[src/rtl/ram_ctrl_pkg.sv]
// Shared RAM-control definitions: arbiter state encoding and address-width helper,
// common to the arbiter and the front-panel/UART loaders.
package ram_ctrl_pkg;

    localparam logic [1:0] ST_RUN   = 2'd0;
    localparam logic [1:0] ST_CLEAR = 2'd1;
    localparam logic [1:0] ST_LOAD  = 2'd2;
    localparam logic [1:0] ST_DONE  = 2'd3;

    // Address width for a RAM of the given depth (at least one bit).
    function automatic int unsigned addr_width(input int unsigned depth);
        return (depth > 1) ? $clog2(depth) : 1;
    endfunction

endpackage

[src/rtl/ram_addr_seq.sv]
// Sequential RAM address pointer plus session byte counter; the pointer wraps
// after DEPTH-1 so a sweep never runs past the end of the RAM.
module ram_addr_seq
    import ram_ctrl_pkg::*;
#(
    parameter int unsigned DEPTH = 16,
    parameter int unsigned AW    = addr_width(DEPTH)
) (
    input  logic          mclk,
    input  logic          mrst_n,
    input  logic          en,
    input  logic          ptr_clr,
    input  logic          ptr_inc,
    input  logic          cnt_clr,
    input  logic          cnt_inc,
    output logic [AW-1:0] ptr,
    output logic [AW:0]   count,
    output logic          last_c
);

    assign last_c = (ptr == AW'(DEPTH - 1));

    always_ff @(posedge mclk or negedge mrst_n) begin
        if (!mrst_n) begin
            ptr   <= '0;
            count <= '0;
        end else if (en) begin
            if (ptr_clr) begin
                ptr <= '0;
            end else if (ptr_inc) begin
                ptr <= last_c ? '0 : ptr + AW'(1);
            end
            if (cnt_clr) begin
                count <= '0;
            end else if (cnt_inc) begin
                count <= count + (AW + 1)'(1);
            end
        end
    end

endmodule

[src/rtl/ram_program_arbiter.sv]
// Arbitrates the shared RAM port between the SAP1 CPU (RUN) and a byte-stream loader.
// Optional pre-load zeroing sweep enabled by defining RAM_PROG_CLEAR_EN.
module ram_program_arbiter
    import ram_ctrl_pkg::*;
#(
    parameter  int unsigned RAM_DEPTH  = 16,
    parameter  int unsigned WIDTH      = 8,
    localparam int unsigned ADDR_WIDTH = addr_width(RAM_DEPTH)
) (
    input  logic                  mclk,
    input  logic                  mrst_n,
    input  logic                  mclk_en,
    input  logic                  i_prog_mode,
    input  logic [ADDR_WIDTH-1:0] i_cpu_address,
    input  logic                  i_cpu_load_enable,
    input  logic [WIDTH-1:0]      i_cpu_load_data,
    input  logic                  i_prog_valid,
    input  logic [WIDTH-1:0]      i_prog_data,
    output logic                  o_prog_ready,
    output logic [ADDR_WIDTH-1:0] o_ram_address,
    output logic                  o_ram_load_enable,
    output logic [WIDTH-1:0]      o_ram_load_data,
    output logic                  o_cpu_halt,
    output logic                  o_cpu_restart,
    output logic [ADDR_WIDTH:0]   o_load_count
);

    logic [1:0]            state_q;
    logic [1:0]            state_d;
    logic                  ready_q;
    logic                  halt_q;
    logic                  restart_q;
    logic                  ptr_clr;
    logic                  ptr_inc;
    logic                  cnt_clr;
    logic                  cnt_inc;
    logic                  xfer_c;
    logic                  last_c;
    logic [ADDR_WIDTH-1:0] ptr;
    logic [ADDR_WIDTH:0]   count;

    ram_addr_seq #(
        .DEPTH (RAM_DEPTH),
        .AW    (ADDR_WIDTH)
    ) u_addr_seq (
        .mclk    (mclk),
        .mrst_n  (mrst_n),
        .en      (mclk_en),
        .ptr_clr (ptr_clr),
        .ptr_inc (ptr_inc),
        .cnt_clr (cnt_clr),
        .cnt_inc (cnt_inc),
        .ptr     (ptr),
        .count   (count),
        .last_c  (last_c)
    );

    // Loader handshake; the enable qualification happens in the registers.
    assign xfer_c = i_prog_valid & ready_q;

    // Next-state and RAM port mux; RUN is a zero-latency CPU pass-through.
    always_comb begin
        state_d           = state_q;
        ptr_clr           = 1'b0;
        ptr_inc           = 1'b0;
        cnt_clr           = 1'b0;
        cnt_inc           = 1'b0;
        o_ram_address     = i_cpu_address;
        o_ram_load_enable = i_cpu_load_enable;
        o_ram_load_data   = i_cpu_load_data;
        case (state_q)
            ST_RUN: begin
                if (i_prog_mode) begin
                    ptr_clr = 1'b1;
`ifdef RAM_PROG_CLEAR_EN
                    state_d = ST_CLEAR;
`else
                    state_d = ST_LOAD;
                    cnt_clr = 1'b1;
`endif
                end
            end
`ifdef RAM_PROG_CLEAR_EN
            ST_CLEAR: begin
                o_ram_address     = ptr;
                o_ram_load_enable = 1'b1;
                o_ram_load_data   = '0;
                if (!i_prog_mode) begin
                    state_d = ST_RUN;
                end else begin
                    ptr_inc = 1'b1;
                    if (last_c) begin
                        state_d = ST_LOAD;
                        cnt_clr = 1'b1;
                    end
                end
            end
`endif
            ST_LOAD: begin
                o_ram_address     = ptr;
                o_ram_load_enable = i_prog_valid;
                o_ram_load_data   = i_prog_data;
                if (xfer_c) begin
                    ptr_inc = 1'b1;
                    cnt_inc = 1'b1;
                end
                if (!i_prog_mode) begin
                    state_d = ST_RUN;
                end else if (xfer_c && last_c) begin
                    state_d = ST_DONE;
                end
            end
            ST_DONE: begin
                o_ram_address     = ptr;
                o_ram_load_enable = 1'b0;
                o_ram_load_data   = '0;
                if (!i_prog_mode) begin
                    state_d = ST_RUN;
                end
            end
            default: begin
                state_d = ST_RUN;
            end
        endcase
    end

    // State plus registered status; restart pulses for one enabled cycle on re-entry to RUN.
    always_ff @(posedge mclk or negedge mrst_n) begin
        if (!mrst_n) begin
            state_q   <= ST_RUN;
            ready_q   <= 1'b0;
            halt_q    <= 1'b0;
            restart_q <= 1'b0;
        end else if (mclk_en) begin
            state_q   <= state_d;
            ready_q   <= (state_d == ST_LOAD);
            halt_q    <= (state_d != ST_RUN);
            restart_q <= (state_d == ST_RUN) && (state_q != ST_RUN);
        end
    end

    assign o_prog_ready  = ready_q;
    assign o_cpu_halt    = halt_q;
    assign o_cpu_restart = restart_q;
    assign o_load_count  = count;

endmodule
[config.mk]
export PLATFORM = sky130hd
export DESIGN_NAME = ram_program_arbiter
export DESIGN_NICKNAME = d
export VERILOG_FILES = /design/src/rtl/ram_ctrl_pkg.sv /design/src/rtl/ram_addr_seq.sv /design/src/rtl/ram_program_arbiter.sv
export SDC_FILE = /design/constraint.sdc
export NUM_CORES = 1
export LEC_CHECK = 0
export ABC_AREA = 1
export CAP_MARGIN = 20
export CORE_AREA = 2 2 51 53
export CTS_CLUSTER_SIZE = 24
export DETAILED_ROUTE_END_ITERATION = 12
export DIE_AREA = 0 0 53 55
export GPL_TIMING_DRIVEN = 0
export PLACE_DENSITY = 0.9
export SLEW_MARGIN = 20
export SYNTH_ARGS = -nofsm -noshare
export SYNTH_HDL_FRONTEND = slang
export SYNTH_HIERARCHICAL = 1
export SYNTH_SLANG_ARGS = --single-unit
[constraint.sdc]
create_clock -name mclk -period 3.8 [get_ports mclk]
set_clock_uncertainty 0.05 [all_clocks]
set_input_delay 0.76 -clock mclk [delete_from_list [all_inputs] [get_ports mclk]]
set_output_delay 0.76 -clock mclk [all_outputs]
set_load 0.05 [all_outputs]
==> out/qor.txt, run 1 <==
FINAL LAYOUT
------------------------------------------------------------------------------------
Most common cell after layout, fill and taps aside                           nand2_1
Post-route insts no fill                                                         216
Highest-count cells in the layout ignoring fill and taps                nand2_1, clkdlybuf4s50_1, nand3_1, dfrtp_1, inv_1
Layout cells sized above 1                                                     8.60%
Final standard cell area without fillers                                 0.00146 mm²
Final net count                                                                  216
Final cell utilization of the core                                             61.5%
Total of fill cells in the finished design                                       233
Final antenna diode count                                                          0
P&R area growth vs syn                                                         55.7%

WORST SETUP PATH
------------------------------------------------------------------------------------
Worst setup path class                                                  input port to output port
Reg-to-reg setup timing slack                                                2.04 ns
Critical path data arrival time                                              2.24 ns
CP max FO                                                                          2
Startpoint kind of the worst setup timing path                            input port
Worst Setup End Kind                                                     output port
Data required time at the worst endpoint                                     2.99 ns

SYNTHESIS
------------------------------------------------------------------------------------
Library cell occupying the most area in the post-synthesis netlist           dfrtp_1
Syn_area_per_cell                                                           6.82 µm²
Share of the yosys chip area belonging to registers                            37.5%
Synth top area share                                                           37.5%
Count of mapped cells out of synthesis                                           137
Yosys cell types                                                                  18
Number of synthesized register bits                                               14
Area of the mapped netlist                                                   935 µm²
Number of nets in the synthesized netlist                                        165
Leading post-synthesis cells by cell area                               dfrtp_1, nand2_1, nand3_1
Number of warnings printed during yosys synthesis                                  6

TIMING
------------------------------------------------------------------------------------
Slew headroom                                                                  58.0%
Max Fclk                                                                     327 MHz
Final setup vio count                                                              0
Measured slew at the worst slew-check pin                                   0.628 ns
Hold Vio Cnt, Final                                                                0
Total negative slack for setup checks                                           0 ns
Post-route worst hold slack                                                 0.438 ns
Final count of pins violating max slew                                             0
Period utilization                                                             80.4%
Final worst path period need                                                 3.05 ns
Setup repair after global routing missed its margin                               no
Fin worst setup slack                                                       0.746 ns

GRT
------------------------------------------------------------------------------------
Number of global-route vias before repair                                        997
First-pass GRT wire length                                                   4.00 mm
Combined global-route utilization of all metal layers                          18.5%
Maximum number of pins on one net before global-route repair                      15
Number of antenna violations at the first check in global routing                  0
GRT overflow                                                                       0

CTS
------------------------------------------------------------------------------------
TritonCTS clock tree                                                             yes
Root buffer cell                                                            clkbuf_4
Total CTS buffers                                                                  3
Number of clock sinks                                                             14
Clock latency on the worst-skew pair                                         0.27 ns
Hold buffer count at CTS                                                           0
Clock Tree Buf Depth                                                               2
Number of cells upsized or downsized after cts                                     0
Setup Buffers After CTS                                                            0
Clk pin slew, worst setup/hold paths                                         0.08 ns
Number of H-tree levels                                                            1

DRT
------------------------------------------------------------------------------------
Remaining antenna violation count                                                  0
DRC                                                                                0
Via count                                                                       1022
Initial drt markers                                                               18
Via count normalized by instance count                                          4.73
1st-pass router iterations                                                         4
Wirelength, routed                                                           2.44 mm
Detailed-route wire length per cell                                          11.3 µm

STATUS
------------------------------------------------------------------------------------
Run status                                                                 completed

PLACEMENT
------------------------------------------------------------------------------------
Cell count after placement                                                       213
Count of buffers inserted at the top-level ports                                  46
Area post-placement                                                      0.00143 mm²
Weighted congestion at the end of routability-driven global placement          0.717
Pre-CTS setup slack                                                         0.740 ns
Post-detail-place hpwl                                                       1.98 mm

DIE
------------------------------------------------------------------------------------
Count of pins on the block boundary                                               47
Die Span Y                                                                     55 µm
Die footprint                                                            0.00292 mm²
Core region area                                                         0.00236 mm²
Effective utilization at floorplan                                             39.5%
FP Rows                                                                           18
Horizontal die dimension                                                       53 µm

POWER
------------------------------------------------------------------------------------
Internal portion of total power                                               327 µW
Portion of total power attributed to the clock network                         13.4%
Share of total power in sequential cells                                       34.2%
Power per Cell Area                                                       413 mW/mm²
Peak supply drop                                                              299 µV
Combinational group share of total power                                       52.5%
Net Sw Frac                                                                    45.6%
Leak                                                                        0.725 nW
Switching component of the power                                              274 µW
Total chip power                                                              602 µW

JOB
------------------------------------------------------------------------------------
Max-cap viol count                                                                 0

WORST HOLD PATH
------------------------------------------------------------------------------------
Class of the most critical hold timing path                             register to register

[path summary, 6_finish.rpt]
kind,start,to,cells after the start
min in group asynchronous,mrst_n,u_addr_seq/count[2],1
max in group asynchronous,mrst_n,o_cpu_halt,1
setup reg to reg,state_q[0],u_addr_seq/count[4],9
hold reg to reg,o_cpu_restart,o_cpu_restart,2
hold / removal,o_cpu_restart,o_cpu_restart,2
setup / recovery,i_prog_valid,o_ram_load_enable,4
[registers in the layout (all words and copies together) (netlist names)]
signal / cells
state_q: 2
u_addr_seq/ptr: 4
o_cpu_halt: 1
o_cpu_restart: 1
u_addr_seq/count: 5
o_prog_ready: 1
[kinds of logic (layout without fill, tap and decap cells)]
logic type	after synthesis	in the layout	share of synthesized area, %
buf+inv	17	66	7.76
compound gates	11	11	7.09
fa+ha+maj	2	2	2.68
simple gates	92	92	44.0
xor+xnor	1	1	0.937
flops	14	14	37.5
[cell usage after synthesis]
cell type and instances:
o21ai_1 3, nand3_1 20, nand2_1 57, nor2_4 2, nor2_1 8, buf_4 2
dfrtp_1 14, a21oi_2 3, inv_2 2, o21ai_0 5, inv_1 12, or2_2 1
xor2_1 1, buf_2 1, nor2_8 1, nor2_2 1, ha_1 2, nand4_1 2
[area by class of cell]
cell class              instances  area [µm²]  area share, %
repair buffers                 46         460           31.6
inverters                      14        52.6           3.61
multi-input cells             106         512           35.2
plain buffers                   3        20.0           1.38
flip-flops and latches         14         350           24.1
clock buffers                   3        22.5           1.55
well taps                      30        37.5           2.58
[worst max-delay path, stage by stage]
cell and delay, ns:
clkdlybuf4s50_1 0.48, nand3_1 0.12, nand2_1 0.08, clkdlybuf4s50_1 0.79
[power groups by stage]
| stage | clock network (mW) | logic [mW] | registers [mW] |
|---|---|---|---|
| 3_3_place_gp | 0 | 0.308 | 0.206 |
| 3_5_place_dp | 0 | 0.314 | 0.208 |
| 6_report | 0.0804 | 0.316 | 0.206 |
| 4_1_cts | 0.0832 | 0.316 | 0.206 |
| 5_1_grt | 0.0899 | 0.335 | 0.210 |
| 2_1_floorplan | 0 | 0.139 | 0.264 |
[metal layers]
metal	up-vias	share of wire, %	GRT usage, %
met2	41	50	36.5
li1	533	-	-
met5	-	0	0
met3	4	9.3	3.49
met4	0	1.0	8.55
met1	444	40	18.9
Power figures use the tool's default switching activity.
==> run 2, diff against run 1 <==
- CORE_AREA: 2 2 51 53 -> 2 2 52 54
- DIE_AREA: 0 0 53 55 -> 0 0 54 56
- PLACE_DENSITY: 0.9 -> 0.87
- clock period: 3.8 -> 3.1 ns (I/O delays scaled with it)
==> run 2 against run 1 <==
Against the previous run:
- power is 22% higher
- register-to-register slack worse by 0.69 ns
- die area is 3.7% higher
- combinational power is 22% higher
- via count is 2.9% higher
- worst hold slack worse by 0.0047 ns
- sequential cell count stayed put
- critical path depth stayed put
- largest power group unchanged
- critical endpoint unchanged
- utilization is 1.7 points lower
- non-clock buffer count stayed put
- sequential power is 22% higher
- largest cell class unchanged
- cell area stayed put
==> out/qor.txt, run 2 (synthesis results as in run 1) <==
WORST SETUP PATH
------------------------------------------------------------------------------------
Worst Setup End Kind                                                     output port
Startpoint kind of the worst setup timing path                            input port
Worst setup path class                                                  input port to output port
CP max FO                                                                          2
Data required time at the worst endpoint                                     2.43 ns
Critical path data arrival time                                              2.10 ns

FINAL LAYOUT
------------------------------------------------------------------------------------
Seq. cell area                                                               350 µm²
Largest reg by FF count                                                 u_addr_seq/count
Final antenna diode count                                                          0
Top flop regs                                                           u_addr_seq/count x5, u_addr_seq/ptr x4, state_q x2
Multi-input logic area                                                       512 µm²
P&R area growth vs syn                                                         55.7%
Total of fill cells in the finished design                                       225
Final net count                                                                  216
Layout cells sized above 1                                                     8.60%
Max FFs per register                                                               5
Highest-count cells in the layout ignoring fill and taps                nand2_1, clkdlybuf4s50_1, nand3_1, dfrtp_1, inv_1
Most common cell after layout, fill and taps aside                           nand2_1

CTS
------------------------------------------------------------------------------------
Total CTS buffers                                                                  3
TritonCTS clock tree                                                             yes
Root buffer cell                                                            clkbuf_4
Clock latency on the worst-skew pair                                         0.27 ns
Clk pin slew, worst setup/hold paths                                         0.07 ns
Setup Buffers After CTS                                                            0
Number of cells upsized or downsized after cts                                     0
Number of clock sinks                                                             14
Clock Tree Buf Depth                                                               2
Number of H-tree levels                                                            1
Hold buffer count at CTS                                                           0

DIE
------------------------------------------------------------------------------------
Core region area                                                         0.00243 mm²
Horizontal die dimension                                                       54 µm
Die footprint                                                            0.00302 mm²
Die Span Y                                                                     56 µm
Count of pins on the block boundary                                               47
FP Rows                                                                           18
Effective utilization at floorplan                                             38.4%

POWER
------------------------------------------------------------------------------------
Total chip power                                                              732 µW
Leak                                                                        0.725 nW
Power per Cell Area                                                       503 mW/mm²
Peak supply drop                                                              601 µV

TIMING
------------------------------------------------------------------------------------
Hold Vio Cnt, Final                                                                0
Measured slew at the worst slew-check pin                                   0.627 ns
Period utilization                                                             89.2%
Total negative slack for setup checks                                           0 ns
Setup repair after global routing missed its margin                               no
Max Fclk                                                                     362 MHz
Final count of pins violating max slew                                             0
Final setup vio count                                                              0
Post-route worst hold slack                                                 0.433 ns
Slew headroom                                                                  58.1%
Final worst path period need                                                 2.77 ns

DRT
------------------------------------------------------------------------------------
DRC                                                                                0
Total met3 wirelength after detailed routing                                  310 µm
1st-pass router iterations                                                         4
Via count normalized by instance count                                          4.87
Detailed-route wire length per cell                                          11.4 µm
Initial drt markers                                                               19
Wirelength, routed                                                           2.46 mm
Remaining antenna violation count                                                  0
Wl on met1                                                                   1.00 mm
Top routing layer in use                                                        met4
Via count                                                                       1052
Metal2 WL                                                                    1.11 mm

STATUS
------------------------------------------------------------------------------------
Run status                                                                 completed

GRT
------------------------------------------------------------------------------------
Number of antenna violations at the first check in global routing                  0
First-pass GRT wire length                                                   3.80 mm
Maximum number of pins on one net before global-route repair                      15
Combined global-route utilization of all metal layers                          16.4%
Number of global-route vias before repair                                        970
GRT overflow                                                                       0

WORST HOLD PATH
------------------------------------------------------------------------------------
Class of the most critical hold timing path                             register to register

PLACEMENT
------------------------------------------------------------------------------------
Count of buffers inserted at the top-level ports                                  46
Post-detail-place hpwl                                                       1.96 mm
Weighted congestion at the end of routability-driven global placement          0.729

JOB
------------------------------------------------------------------------------------
Max-cap viol count                                                                 0

## run 2: stage by stage
stage	utilization [%]	cells	cell area [µm²]	setup WS, ns
finish	59.8	216	1460	0.334
detailed placement	58.9	213	1430	0.346
global placement	58.9	213	1430	0.349
floorplan	-	137	935	1.37
CTS	59.8	216	1460	0.339
global route	59.8	216	1460	0.306
## run 2: worst max-delay path, cell delays in order
cell and delay, ns:
clkdlybuf4s50_1 0.48, nand3_1 0.12, nand2_1 0.08, clkdlybuf4s50_1 0.80
## run 2: cell type report
class	instances	area share, %
clock buffer	3	1.55
timing repair buffer	46	31.6
buffer	3	1.38
tap	30	2.58
multi-input combinational	106	35.2
sequential	14	24.1
inverter	14	3.61
## run 2: power by group
part | internal, mW | leakage [nW] | switching, mW
sequential | 0.215 | 0.184 | 0.0363
combinational | 0.141 | 0.527 | 0.243
clock | 0.0450 | 0.0138 | 0.0517
total | 0.401 | 0.725 | 0.331
## run 2: metal layers
| layer | GRT usage (%) | up-vias |
|---|---|---|
| li1 | - | 534 |
| met1 | 18.5 | 463 |
| met2 | 28.2 | 49 |
| met3 | 3.76 | 6 |
| met4 | 7.14 | 0 |
| met5 | 0 | - |
## run 2: final timing paths
kind	startpoint	depth (start not counted)	endpoint	slack (ns)
worst max-delay path	i_prog_valid	4	o_ram_load_enable	0.33
worst min-delay path	o_cpu_halt	2	o_cpu_halt	0.43
worst max register to register	state_q[0]	9	u_addr_seq/count[4]	1.35
worst min register to register	o_cpu_halt	2	o_cpu_halt	0.43
max in group asynchronous	mrst_n	1	state_q[1]	1.91
min in group asynchronous	mrst_n	1	u_addr_seq/count[2]	0.68
==> run 3, diff against run 2 <==
--- a/config.mk
+++ b/config.mk
@@ -7,9 +7,10 @@
 export LEC_CHECK = 0
 export ABC_AREA = 1
-export CAP_MARGIN = 20
+export CAP_MARGIN = 5
 export CORE_AREA = 2 2 52 54
 export CTS_CLUSTER_SIZE = 24
 export DETAILED_ROUTE_END_ITERATION = 12
 export DIE_AREA = 0 0 54 56
+export GPL_ROUTABILITY_DRIVEN = 0
 export GPL_TIMING_DRIVEN = 0
 export PLACE_DENSITY = 0.87
--- a/constraint.sdc
+++ b/constraint.sdc
@@ -3,3 +3,3 @@
 set_input_delay 0.62 -clock mclk [delete_from_list [all_inputs] [get_ports mclk]]
 set_output_delay 0.62 -clock mclk [all_outputs]
-set_load 0.05 [all_outputs]
+set_load 0.02 [all_outputs]
==> results of run 3 <==
Same layout as run 2 (identical final DEF). Status: completed.
Among the figures that moved: setup slack after placement 0.346 ns -> 0.545 ns; setup slack after layout 0.334 ns -> 0.533 ns; total power 0.732 mW -> 0.637 mW; worst IR drop on VDD 601 µV -> 512 µV
